[config.mk]
export PLATFORM = sky130hd
export DESIGN_NAME = opcode_decoder
export DESIGN_NICKNAME = d
export VERILOG_FILES = /design/src/rtl/opcode_decoder.sv
export SDC_FILE = /design/constraint.sdc
export NUM_CORES = 1
export LEC_CHECK = 0
export BUFFER_PORTS_ARGS = -buffer_cell sky130_fd_sc_hd__buf_2
export CAP_MARGIN = 20
export CORE_AREA = 2 2 69 71
export CTS_CLUSTER_DIAMETER = 80
export DETAILED_ROUTE_END_ITERATION = 8
export DIE_AREA = 0 0 71 73
export SYNTH_ARGS = -nofsm -noshare
export SYNTH_HDL_FRONTEND = slang
export SYNTH_SLANG_ARGS = --single-unit
[constraint.sdc]
create_clock -name clk -period 2.7 [get_ports clk]
set_clock_uncertainty 0.2 [all_clocks]
set_input_delay 0.405 -clock clk [delete_from_list [all_inputs] [get_ports clk]]
set_output_delay 0.405 -clock clk [all_outputs]
set_load 0.05 [all_outputs]
[src/rtl/opcode_decoder.sv]
// -----------------------------------------------------------------------------
// opcode_decoder
//
// Purpose:
//   Receives the keypad encoder's {op_code, is_op, is_result, is_enter} stream.
//   It turns held keys into single strobes and runs one ALU transaction for each
//   operator+enter pair. It also reports illegal opcodes and an operator that
//   waits too long for enter.
//
// Optional feature (macro OPCODE_DECODER_QUEUE_EN):
//   When this macro is defined, a one-entry holding register keeps the last legal
//   operator strobe seen in ISSUE or WAIT_DONE. On ALU completion the FSM goes to
//   WAIT_ENTER with that operator instead of going to IDLE. When the macro is not
//   defined, strobes in those states are dropped.
//
// Parameters:
//   TIMEOUT_CYC  cycles spent in WAIT_ENTER without enter before the operator is dropped (>=1)
//
// Ports:
//   clk          in   system clock, rising edge
//   rst          in   asynchronous reset, active-high
//   op_code[2:0] in   opcode (3'b001 ADD, 3'b010 SUB, all other values illegal)
//   is_op        in   operator key held
//   is_result    in   result of the operation goes to the display
//   is_enter     in   enter key held
//   alu_done     in   ALU completion pulse, used only in WAIT_DONE
//   alu_start    out  one-cycle ALU launch pulse
//   alu_sub      out  0=add, 1=sub; valid from alu_start until IDLE
//   disp_load    out  one-cycle display load pulse
//   err_illegal  out  one-cycle pulse for an operator strobe with an illegal opcode
//   err_timeout  out  one-cycle pulse when WAIT_ENTER expires
//   busy         out  state is not IDLE
//
// State      | meaning
// -----------+------------------------------------------------
// IDLE       | no operator pending
// WAIT_ENTER | operator latched, waiting for enter or timeout
// ISSUE      | alu_start cycle
// WAIT_DONE  | waiting for the ALU completion pulse
// -----------------------------------------------------------------------------
module opcode_decoder #(
    parameter int TIMEOUT_CYC = 1000
) (
    input  logic       clk,
    input  logic       rst,
    input  logic [2:0] op_code,
    input  logic       is_op,
    input  logic       is_result,
    input  logic       is_enter,
    input  logic       alu_done,
    output logic       alu_start,
    output logic       alu_sub,
    output logic       disp_load,
    output logic       err_illegal,
    output logic       err_timeout,
    output logic       busy
);

    typedef enum logic [1:0] {
        S_IDLE       = 2'd0,
        S_WAIT_ENTER = 2'd1,
        S_ISSUE      = 2'd2,
        S_WAIT_DONE  = 2'd3
    } state_t;

    localparam int CW = $clog2(TIMEOUT_CYC + 1);
    localparam logic [CW-1:0] C_LAST = CW'(TIMEOUT_CYC - 1);
    localparam logic [CW-1:0] C_MAX  = {CW{1'b1}};
    localparam logic [CW-1:0] C_ONE  = CW'(1);

    state_t        r_state;
    state_t        w_state_nxt;

    logic          w_key;
    logic          w_strobe;
    logic          r_key_q;
    logic          r_op_stb;
    logic          r_ent_stb;
    logic [2:0]    r_stb_opc;
    logic          r_stb_res;

    logic          w_legal;
    logic          w_op_legal;
    logic          w_op_illegal;
    logic          w_stb_sub;
    logic          w_expire;

    logic [CW-1:0] r_cnt;
    logic          r_lat_sub;
    logic          r_lat_res;

    // The strobe is registered together with the opcode bits that were present
    // on the key edge. Later changes to op_code while the key is held have no
    // effect.
    assign w_key    = is_op | is_enter;
    assign w_strobe = w_key & ~r_key_q;

    always_ff @(posedge clk or posedge rst) begin
        if (rst) begin
            r_key_q   <= 1'b0;
            r_op_stb  <= 1'b0;
            r_ent_stb <= 1'b0;
            r_stb_opc <= 3'b000;
            r_stb_res <= 1'b0;
        end else begin
            r_key_q   <= w_key;
            r_op_stb  <= w_strobe & is_op;
            r_ent_stb <= w_strobe & ~is_op;
            r_stb_opc <= op_code;
            r_stb_res <= is_result;
        end
    end

    assign w_legal      = (r_stb_opc == 3'b001) || (r_stb_opc == 3'b010);
    assign w_op_legal   = r_op_stb & w_legal;
    assign w_op_illegal = r_op_stb & ~w_legal;
    assign w_stb_sub    = (r_stb_opc == 3'b010);
    assign w_expire     = (r_cnt == C_LAST);

`ifdef OPCODE_DECODER_QUEUE_EN
    logic r_hold_vld;
    logic r_hold_sub;
    logic r_hold_res;
    logic w_q_vld;
    logic w_q_sub;
    logic w_q_res;

    // A strobe that arrives in the same cycle as alu_done replaces the held entry.
    assign w_q_vld = r_hold_vld | w_op_legal;
    assign w_q_sub = w_op_legal ? w_stb_sub : r_hold_sub;
    assign w_q_res = w_op_legal ? r_stb_res : r_hold_res;

    always_ff @(posedge clk or posedge rst) begin
        if (rst) begin
            r_hold_vld <= 1'b0;
            r_hold_sub <= 1'b0;
            r_hold_res <= 1'b0;
        end else if (r_state == S_WAIT_DONE && alu_done) begin
            r_hold_vld <= 1'b0;
        end else if ((r_state == S_ISSUE || r_state == S_WAIT_DONE) && w_op_legal) begin
            r_hold_vld <= 1'b1;
            r_hold_sub <= w_stb_sub;
            r_hold_res <= r_stb_res;
        end
    end
`endif

    always_ff @(posedge clk or posedge rst) begin
        if (rst)
            r_state <= S_IDLE;
        else
            r_state <= w_state_nxt;
    end

    always_comb begin
        w_state_nxt = r_state;
        case (r_state)
            S_IDLE: begin
                if (w_op_legal)
                    w_state_nxt = S_WAIT_ENTER;
            end
            S_WAIT_ENTER: begin
                // When a strobe arrives on the expiry cycle, the strobe wins.
                if (r_ent_stb)
                    w_state_nxt = S_ISSUE;
                else if (!r_op_stb && w_expire)
                    w_state_nxt = S_IDLE;
            end
            S_ISSUE: begin
                w_state_nxt = S_WAIT_DONE;
            end
            S_WAIT_DONE: begin
                if (alu_done) begin
`ifdef OPCODE_DECODER_QUEUE_EN
                    w_state_nxt = w_q_vld ? S_WAIT_ENTER : S_IDLE;
`else
                    w_state_nxt = S_IDLE;
`endif
                end
            end
            default: w_state_nxt = S_IDLE;
        endcase
    end

    // Latched operator and timeout counter. The counter saturates and does not wrap.
    always_ff @(posedge clk or posedge rst) begin
        if (rst) begin
            r_cnt     <= '0;
            r_lat_sub <= 1'b0;
            r_lat_res <= 1'b0;
        end else begin
            case (r_state)
                S_IDLE: begin
                    if (w_op_legal) begin
                        r_lat_sub <= w_stb_sub;
                        r_lat_res <= r_stb_res;
                        r_cnt     <= '0;
                    end
                end
                S_WAIT_ENTER: begin
                    if (w_op_legal) begin
                        r_lat_sub <= w_stb_sub;
                        r_lat_res <= r_stb_res;
                        r_cnt     <= '0;
                    end else if (r_cnt != C_MAX) begin
                        r_cnt <= r_cnt + C_ONE;
                    end
                end
`ifdef OPCODE_DECODER_QUEUE_EN
                S_WAIT_DONE: begin
                    if (alu_done && w_q_vld) begin
                        r_lat_sub <= w_q_sub;
                        r_lat_res <= w_q_res;
                        r_cnt     <= '0;
                    end
                end
`endif
                default: ;
            endcase
        end
    end

    always_comb begin
        alu_start   = 1'b0;
        alu_sub     = 1'b0;
        disp_load   = 1'b0;
        err_illegal = 1'b0;
        err_timeout = 1'b0;
        busy        = (r_state != S_IDLE);
        case (r_state)
            S_IDLE: begin
                err_illegal = w_op_illegal;
            end
            S_WAIT_ENTER: begin
                err_illegal = w_op_illegal;
                err_timeout = ~r_op_stb & ~r_ent_stb & w_expire;
            end
            S_ISSUE: begin
                alu_start = 1'b1;
                alu_sub   = r_lat_sub;
`ifdef OPCODE_DECODER_QUEUE_EN
                err_illegal = w_op_illegal;
`endif
            end
            S_WAIT_DONE: begin
                alu_sub   = r_lat_sub;
                disp_load = alu_done & r_lat_res;
`ifdef OPCODE_DECODER_QUEUE_EN
                err_illegal = w_op_illegal;
`endif
            end
            default: ;
        endcase
    end

endmodule

# [Word level (Yosys, flattened, before mapping)]
# Cells that the tools add are included.
# W data, S select, Z words.
[totals] ff_bits=21 romBits=0 in_bits=9 latch_bits=0 ramBits=0 out_inout_bits=6 elab_cells=60 mem_count=0
[op_classes] eq_ne=11 add_sub_neg=1 bitwise_logic=14 order_cmp=0 div_mod_pow=0 n_mul=0 n_reduce_logical=11 n_shift=0 muxes=14
[op_table] cell="$mux W10" count=3
[op_table] cell="$pmux W10 S2" count=1
[op_table] cell="$add A10 B1 Y10 const B" count=1
[op_table] cell="$eq A10 B10 Y1 const B" count=1
[op_table] cell="$ne A10 B10 Y1 const B" count=1
[op_table] cell="$and A1 B1 Y1" count=8
[op_table] cell="$mux W2" count=4
[op_table] cell="$pmux W2 S4" count=1
[op_table] cell="$ne A3 B3 Y1 const B" count=2
[op_table] cell="$reduce_and A3 Y1" count=2
[op_table] cell="$mux W1" count=5
[op_table] cell="$not A1 Y1" count=5
[op_table] cell="$eq A2 B2 Y1 const B" count=2
[op_table] cell="$ne A2 B2 Y1 const B" count=2
[op_table] cell="$reduce_bool A2 Y1" count=2
[op_table] cell="$reduce_or A2 Y1" count=2
[op_table] cell="$eq A3 B1 Y1 const B" count=1
[op_table] cell="$eq A3 B2 Y1 const B" count=1
[op_table] cell="$eq A2 B1 Y1 const B" count=1
[op_table] cell="$logic_not A2 Y1" count=1
[op_table] cell="$reduce_and A2 Y1" count=1
[op_table] cell="$logic_and A1 B1 Y1" count=1
[op_table] cell="$logic_not A1 Y1" count=1
[op_table] cell="$logic_or A1 B1 Y1" count=1
[op_table] cell="$or A1 B1 Y1" count=1

# [Depth between registers and ports, before layout]
# Gate-level depths: netlist of the first run.
[depth] ltp_word=5 ltp_mapped=6

# [Worst setup path after synthesis of the first run]
# No wires, ideal clock.
[synth_path] path_kind="register -> output" from="register r_cnt[0]" to="output port err_timeout" setup_slack_ps=656 path_buffers=0 arrival_ps=1439 path_stages_with_launch=5 path_cell_list="dfrtp_1 ha_1 nand2_1 nor4_1 and3_1"
[synth_between] elab_chain_len=3
[synth_lines] element="start: declaration" line_no="88" source="logic [CW-1:0] r_cnt;"
[synth_lines] element="start signal: assignment" line_no="206" source="r_cnt <= r_cnt + C_ONE;"
[synth_lines] element="$eq A10 B10 Y1" line_no="118" source="assign w_expire = (r_cnt == C_LAST);"
[synth_lines] element="$and A1 B1 Y1" line_no="236" source="err_timeout = ~r_op_stb & ~r_ent_stb & w_expire;"
[synth_lines] element="$mux W1" line_no="230" source="case (r_state)"
[synth_lines] element="end: declaration" line_no="55" source="output logic err_timeout,"
# Every way passes these cells.

# [Worst setup path in the final report of the first run]
# Same ends and word-level chain as after synthesis.

==> results of run 1 <==
-- report_power, final --
group	switching [W]	internal, W
Clock	0.0000970	0.000105
Sequential	0.0000715	0.000361
Combinational	0.000214	0.000137
-- path summary, 6_finish.rpt --
kind / from / endpoint / slack, ps / cells past startpoint
max: r_cnt[0] / err_timeout / 300 / 5
min: op_code[0] / r_stb_opc[0] / 50 / 1
max reg2reg: r_cnt[0] / r_cnt[1] / 690 / 5
min reg2reg: r_key_q / r_op_stb / 230 / 1
max in group asynchronous: rst / r_state[0] / 1730 / 2
min in group asynchronous: rst / r_ent_stb / 80 / 2
-- layer usage --
metal / up-vias / track usage (%)
met3: 4 / 1.38
met2: 30 / 14.1
met4: 0 / 4.40
met1: 398 / 11.9
met5: - / 0
li1: 414 / -
-- metrics by stage --
step / area, um^2 / setup slack (ps) / hold WS, ps
6_report: 1250 / 296 / 51.2
3_3_place_gp: 1210 / 642 / 221
3_5_place_dp: 1210 / 606 / 222
5_1_grt: 1250 / 107 / 36.7
2_1_floorplan: 1080 / 656 / 182
4_1_cts: 1250 / 320 / 45.8
-- critical path, delay by kind of cell (launching register included) --
| kind | cells | cell delay [ps] |
|---|---|---|
| buf+inv | 1 | 260 |
| fa+ha+maj | 1 | 270 |
| flops | 1 | 400 |
| simple gates | 3 | 620 |
-- final cells by class --
class	instances	area (um^2)
clock buffers	4	45.0
inverters	5	18.8
multi-input cells	77	526
repair buffers	14	70.1
well taps	54	67.6
fillers	470	3280
flip-flops and latches	21	526
-- placed cells by master, fill, tap and decap left out, drive strengths merged, types with 4 or more instances in the layout --
cell type,instances
dfrtp,21
buf,14
nand2,10
a21oi,8
inv,5
nor2,5
a21o,5
nor2b,4
o21ai,4
or3,4
a22o,4
clkbuf,4
-- sequential cells by signal (all words and copies together) (netlist names), named ones only --
| signal | count |
|---|---|
| r_stb_res | 1 |
| r_lat_sub | 1 |
| r_op_stb | 1 |
| r_ent_stb | 1 |
| r_key_q | 1 |
| r_lat_res | 1 |
| r_cnt | 10 |
| r_stb_opc | 3 |
| r_state | 1 |
-- cell usage after synthesis, types with 3 or more instances --
library cell / n
nor3_1: 3
o21ai_0: 4
inv_1: 5
nor2_1: 5
a21oi_1: 8
nand2_1: 9
or3_1: 4
a22o_1: 3
a21o_1: 5
dfrtp_1: 21
nor2b_1: 4
-- cell families (layout without fill, tap and decap cells) --
group | after synthesis | in the layout
and+or+nand+nor | 43 | 43
AOI/OAI and AO/OA | 30 | 30
DFF | 21 | 21
buffers and inverters | 7 | 23
muxes | 2 | 2
adders and majority gates | 1 | 1
xor gates and xnor gates | 1 | 1
==> impl_metrics.toml, run 1 <==
[floorplan]
num_rows = 25
dieArea_um2 = 5180
die_h_um = 73
io_pins = 15
start_util_pct = 23.9
die_w_um = 71
coreArea_um2 = 4540

[clock_network]
cts_buffers = 3
path_clk_slew_ps = 70
clkSinkCount = 21
cts-htree-levels = 1
cts_buffer_depth = 2
hold_buffers = 0
cts_resized = 0
cts_setup_buffers = 0
cts_tree = "yes"
clkLatencyLatePin_ps = 260
clockRootBuffer = "clkbuf_8"

[logic_synthesis]
synth_compound_area_share_pct = 20.8
ys_seq_area_share_pct = 48.6
synthFlopType = "dfrtp_1"
yosys.area.top_type_share_pct = 48.6
synth_xor_area_share_pct = 1.50
syn_inst = 105
synth-simple-area-share_pct = 23.1
synthAdderAreaFrac_pct = 1.16
synth.distinct_cells = 37
synth_area_per_cell_um2 = 10.3
yosys.area.top_type = "dfrtp_1"
synth_area_leaders = "dfrtp_1 (49%), a21oi_1 (3.7%), a21o_1 (3.5%)"
synthMuxAreaShare_pct = 1.97
synthArstFlopShare_pct = 100
synth_edf_count = 0
synth_seq_cells = 21
ys_warn_count = 0
synthesis.nets = 115
syn_area_um2 = 1080
synth_top_family_by_area = "simple AND/OR/NAND/NOR gates"

[sta]
finalCritPeriodShare_pct = 89.0
rsz0062_at_grt = "no"
finalCriticalPeriod_ps = 2400
worst-slew-pin-transition_ps = 786
hold_violations = 0
setup_tns_ps = 0
setup_violations = 0
fmax_mhz = 416
slew_headroom_pct = 47.5
drv_slew = 0

[critical_path]
path_class = "register to primary output"
worstPathRequired_ps = 2100
critPathCaptureType = "primary output"
crit_path_start_kind = "register"
worstPathCellList = "ha_1 -> nand2_1 -> nor4_1 -> and3_1 -> buf_2"
max_stage_delay_ps = 400
arrival_ps = 1800
critical_path.slowest_cell = "dfrtp_1"
crit_fanout = 4

[global_route]
grt_max_degree = 22
gr-usage-all-layers_pct = 8.92
globalRouteOverflowTotal = 0
antenna_found_initial = 0
first_global_vias = 864
grt_pass1_wl_mm = 3.75

[drt]
wire_per_inst_um = 11.7
wl_met1_um = 967
met2_length_um = 929
avgViaCountPerCell = 4.83
wl_mm = 2.05
ant_nets = 0
first_pass_iters = 4
highest_layer = "met4"
wl_met3_um = 107
initialDrtViolationCount = 66
num_vias = 846
drc = 0

[placement]
hpwl_mm = 1.55
io_buffers = 14
dp.cells = 171
place_congestion = 0.785

[power_and_ir_drop]
leakagePower_nw = 0.605
power_w = 0.000985
power_density_nw_per_um2 = 786
ir_worst_vdd_mv = 0.231

[status]
status = "finished, final reports clean"

[final_layout]
fin_util_pct = 27.6
nNetsFinal = 132
drive_gt1_share_pct = 21.5
num_antenna_cells = 0
syn_to_final_growth_pct = 15.7
finalNonFillerCells = 175

[flow_run]
max_cap_violations = 0

[worst_hold_path]
hold_path.class = "input port to register"
No activity file was read; power rests on OpenSTA's default activity.
==> run 2: changes to the inputs <==
--- a/config.mk
+++ b/config.mk
@@ -8,6 +8,7 @@
 export BUFFER_PORTS_ARGS = -buffer_cell sky130_fd_sc_hd__buf_2
 export CAP_MARGIN = 20
 export CORE_AREA = 2 2 69 71
+export CTS_BUF_LIST = sky130_fd_sc_hd__clkbuf_4 sky130_fd_sc_hd__clkbuf_8
 export CTS_CLUSTER_DIAMETER = 80
 export DETAILED_ROUTE_END_ITERATION = 8
 export DIE_AREA = 0 0 71 73
==> run 2 against run 1 <==
  * Critical endpoint unchanged
  * Largest power group unchanged
  * Sequential power barely moved
  * Combinational power barely moved
  * First-iteration DRC count fell by 3.0%
  * Critical path depth did not move
==> impl_metrics.toml, run 2 (synthesis results as in run 1) <==
[critical_path]
critical_path.slowest_cell = "dfrtp_1"
path_class = "register to primary output"
path_delay_family = "simple AND/OR/NAND/NOR gates"
crit_path_start_kind = "register"
worstPathRequired_ps = 2100
max_stage_delay_ps = 400
arrival_ps = 1800
path_buf_inv = 1
crit_fanout = 4
worstPathCellList = "ha_1 -> nand2_1 -> nor4_1 -> and3_1 -> buf_2"
critPathCaptureType = "primary output"

[power_and_ir_drop]
ir_worst_vdd_mv = 0.230
power_density_nw_per_um2 = 794
leakagePower_nw = 0.608

[sta]
slew_headroom_pct = 47.4
setup_violations = 0
worst-slew-pin-transition_ps = 788
setup_tns_ps = 0
hold_violations = 0
drv_slew = 0
finalCritPeriodShare_pct = 89.2
rsz0062_at_grt = "no"
fmax_mhz = 415
finalCriticalPeriod_ps = 2410

[floorplan]
coreArea_um2 = 4540
start_util_pct = 23.9
die_h_um = 73
dieArea_um2 = 5180
die_w_um = 71
io_pins = 15
num_rows = 25

[clock_network]
clkLatencyLatePin_ps = 260
cts_setup_buffers = 0
clkSinkCount = 21
cts_buffers = 3
cts_tree = "yes"
cts_buffer_depth = 2
path_clk_slew_ps = 70
cts_resized = 0
hold_buffers = 0
clockRootBuffer = "clkbuf_8"
cts-htree-levels = 1

[global_route]
grt_pass1_wl_mm = 3.75
gr-usage-all-layers_pct = 8.81
globalRouteOverflowTotal = 0
antenna_found_initial = 0
first_global_vias = 857
grt_max_degree = 22

[final_layout]
nNetsFinal = 132
top_regs = "r_cnt (10), r_stb_opc (3)"
num_antenna_cells = 0
fill_cells = 469
largest_reg_flops = 10
fin_util_pct = 27.7
drive_gt1_share_pct = 22.3
layout_commonest_cell = "dfrtp_1"
seq_area_um2 = 526
syn_to_final_growth_pct = 16.1
mostFrequentLayoutCells = "dfrtp_1 (21), buf_2 (14), nand2_1 (9), a21oi_1 (8)"
multi_input_area_um2 = 526
largest-register = "r_cnt"

[placement]
hpwl_mm = 1.55
io_buffers = 14
place_congestion = 0.785

[drt]
wire_per_inst_um = 11.9
avgViaCountPerCell = 4.81
num_vias = 841
first_pass_iters = 5
initialDrtViolationCount = 64
wl_mm = 2.08
drc = 0
ant_nets = 0

[status]
status = "finished, final reports clean"

[worst_hold_path]
hold_path.class = "input port to register"

[flow_run]
max_cap_violations = 0
[run 2: cell counts in the layout (fill, tap and decap cells not counted)]
No cell type changed its count.
[run 2: layout make-up]
type,instances,share of cell area [%]
clock buffers,4,3.88
inverters,5,1.49
multi-input cells,77,41.8
flip-flops and latches,21,41.8
well taps,54,5.38
repair buffers,14,5.58
[run 2: routing by layer]
metal	wire length, um	vias up	track usage (%)
met4	29	0	3.77
met2	947	24	14.4
met3	89	4	0.967
met1	1010	402	11.9
met5	0	-	0
li1	-	411	-
[run 2: worst paths after layout]
check / from / endpoint / slack [ps] / depth (start not counted)
min in group asynchronous: rst / r_ent_stb / 80 / 2
worst max-delay path: r_cnt[0] / err_timeout / 290 / 5
worst max register to register: r_cnt[0] / r_cnt[1] / 670 / 5
max in group asynchronous: rst / r_state[0] / 1730 / 2
worst min-delay path: op_code[0] / r_stb_opc[0] / 50 / 1
worst min register to register: r_key_q / r_op_stb / 230 / 1
[run 2: power by group]
part           total [W]  internal, W  switching (W)
Sequential      0.000434     0.000361      0.0000732
Combinational   0.000351     0.000137       0.000215
Clock           0.000212     0.000115      0.0000972
[run 2: through the flow]
stage	cell area [um^2]	worst slack (ps)	cells	hold slack, ps	power [W]
after floorplan	1080	656	105	182	0.000722
after global placement	1210	642	171	221	0.000772
after detailed placement	1210	606	171	222	0.000786
after CTS	1260	315	175	45.1	0.00100
after global routing	1260	102	175	35.0	0.00107
final	1260	291	175	51.5	0.000997
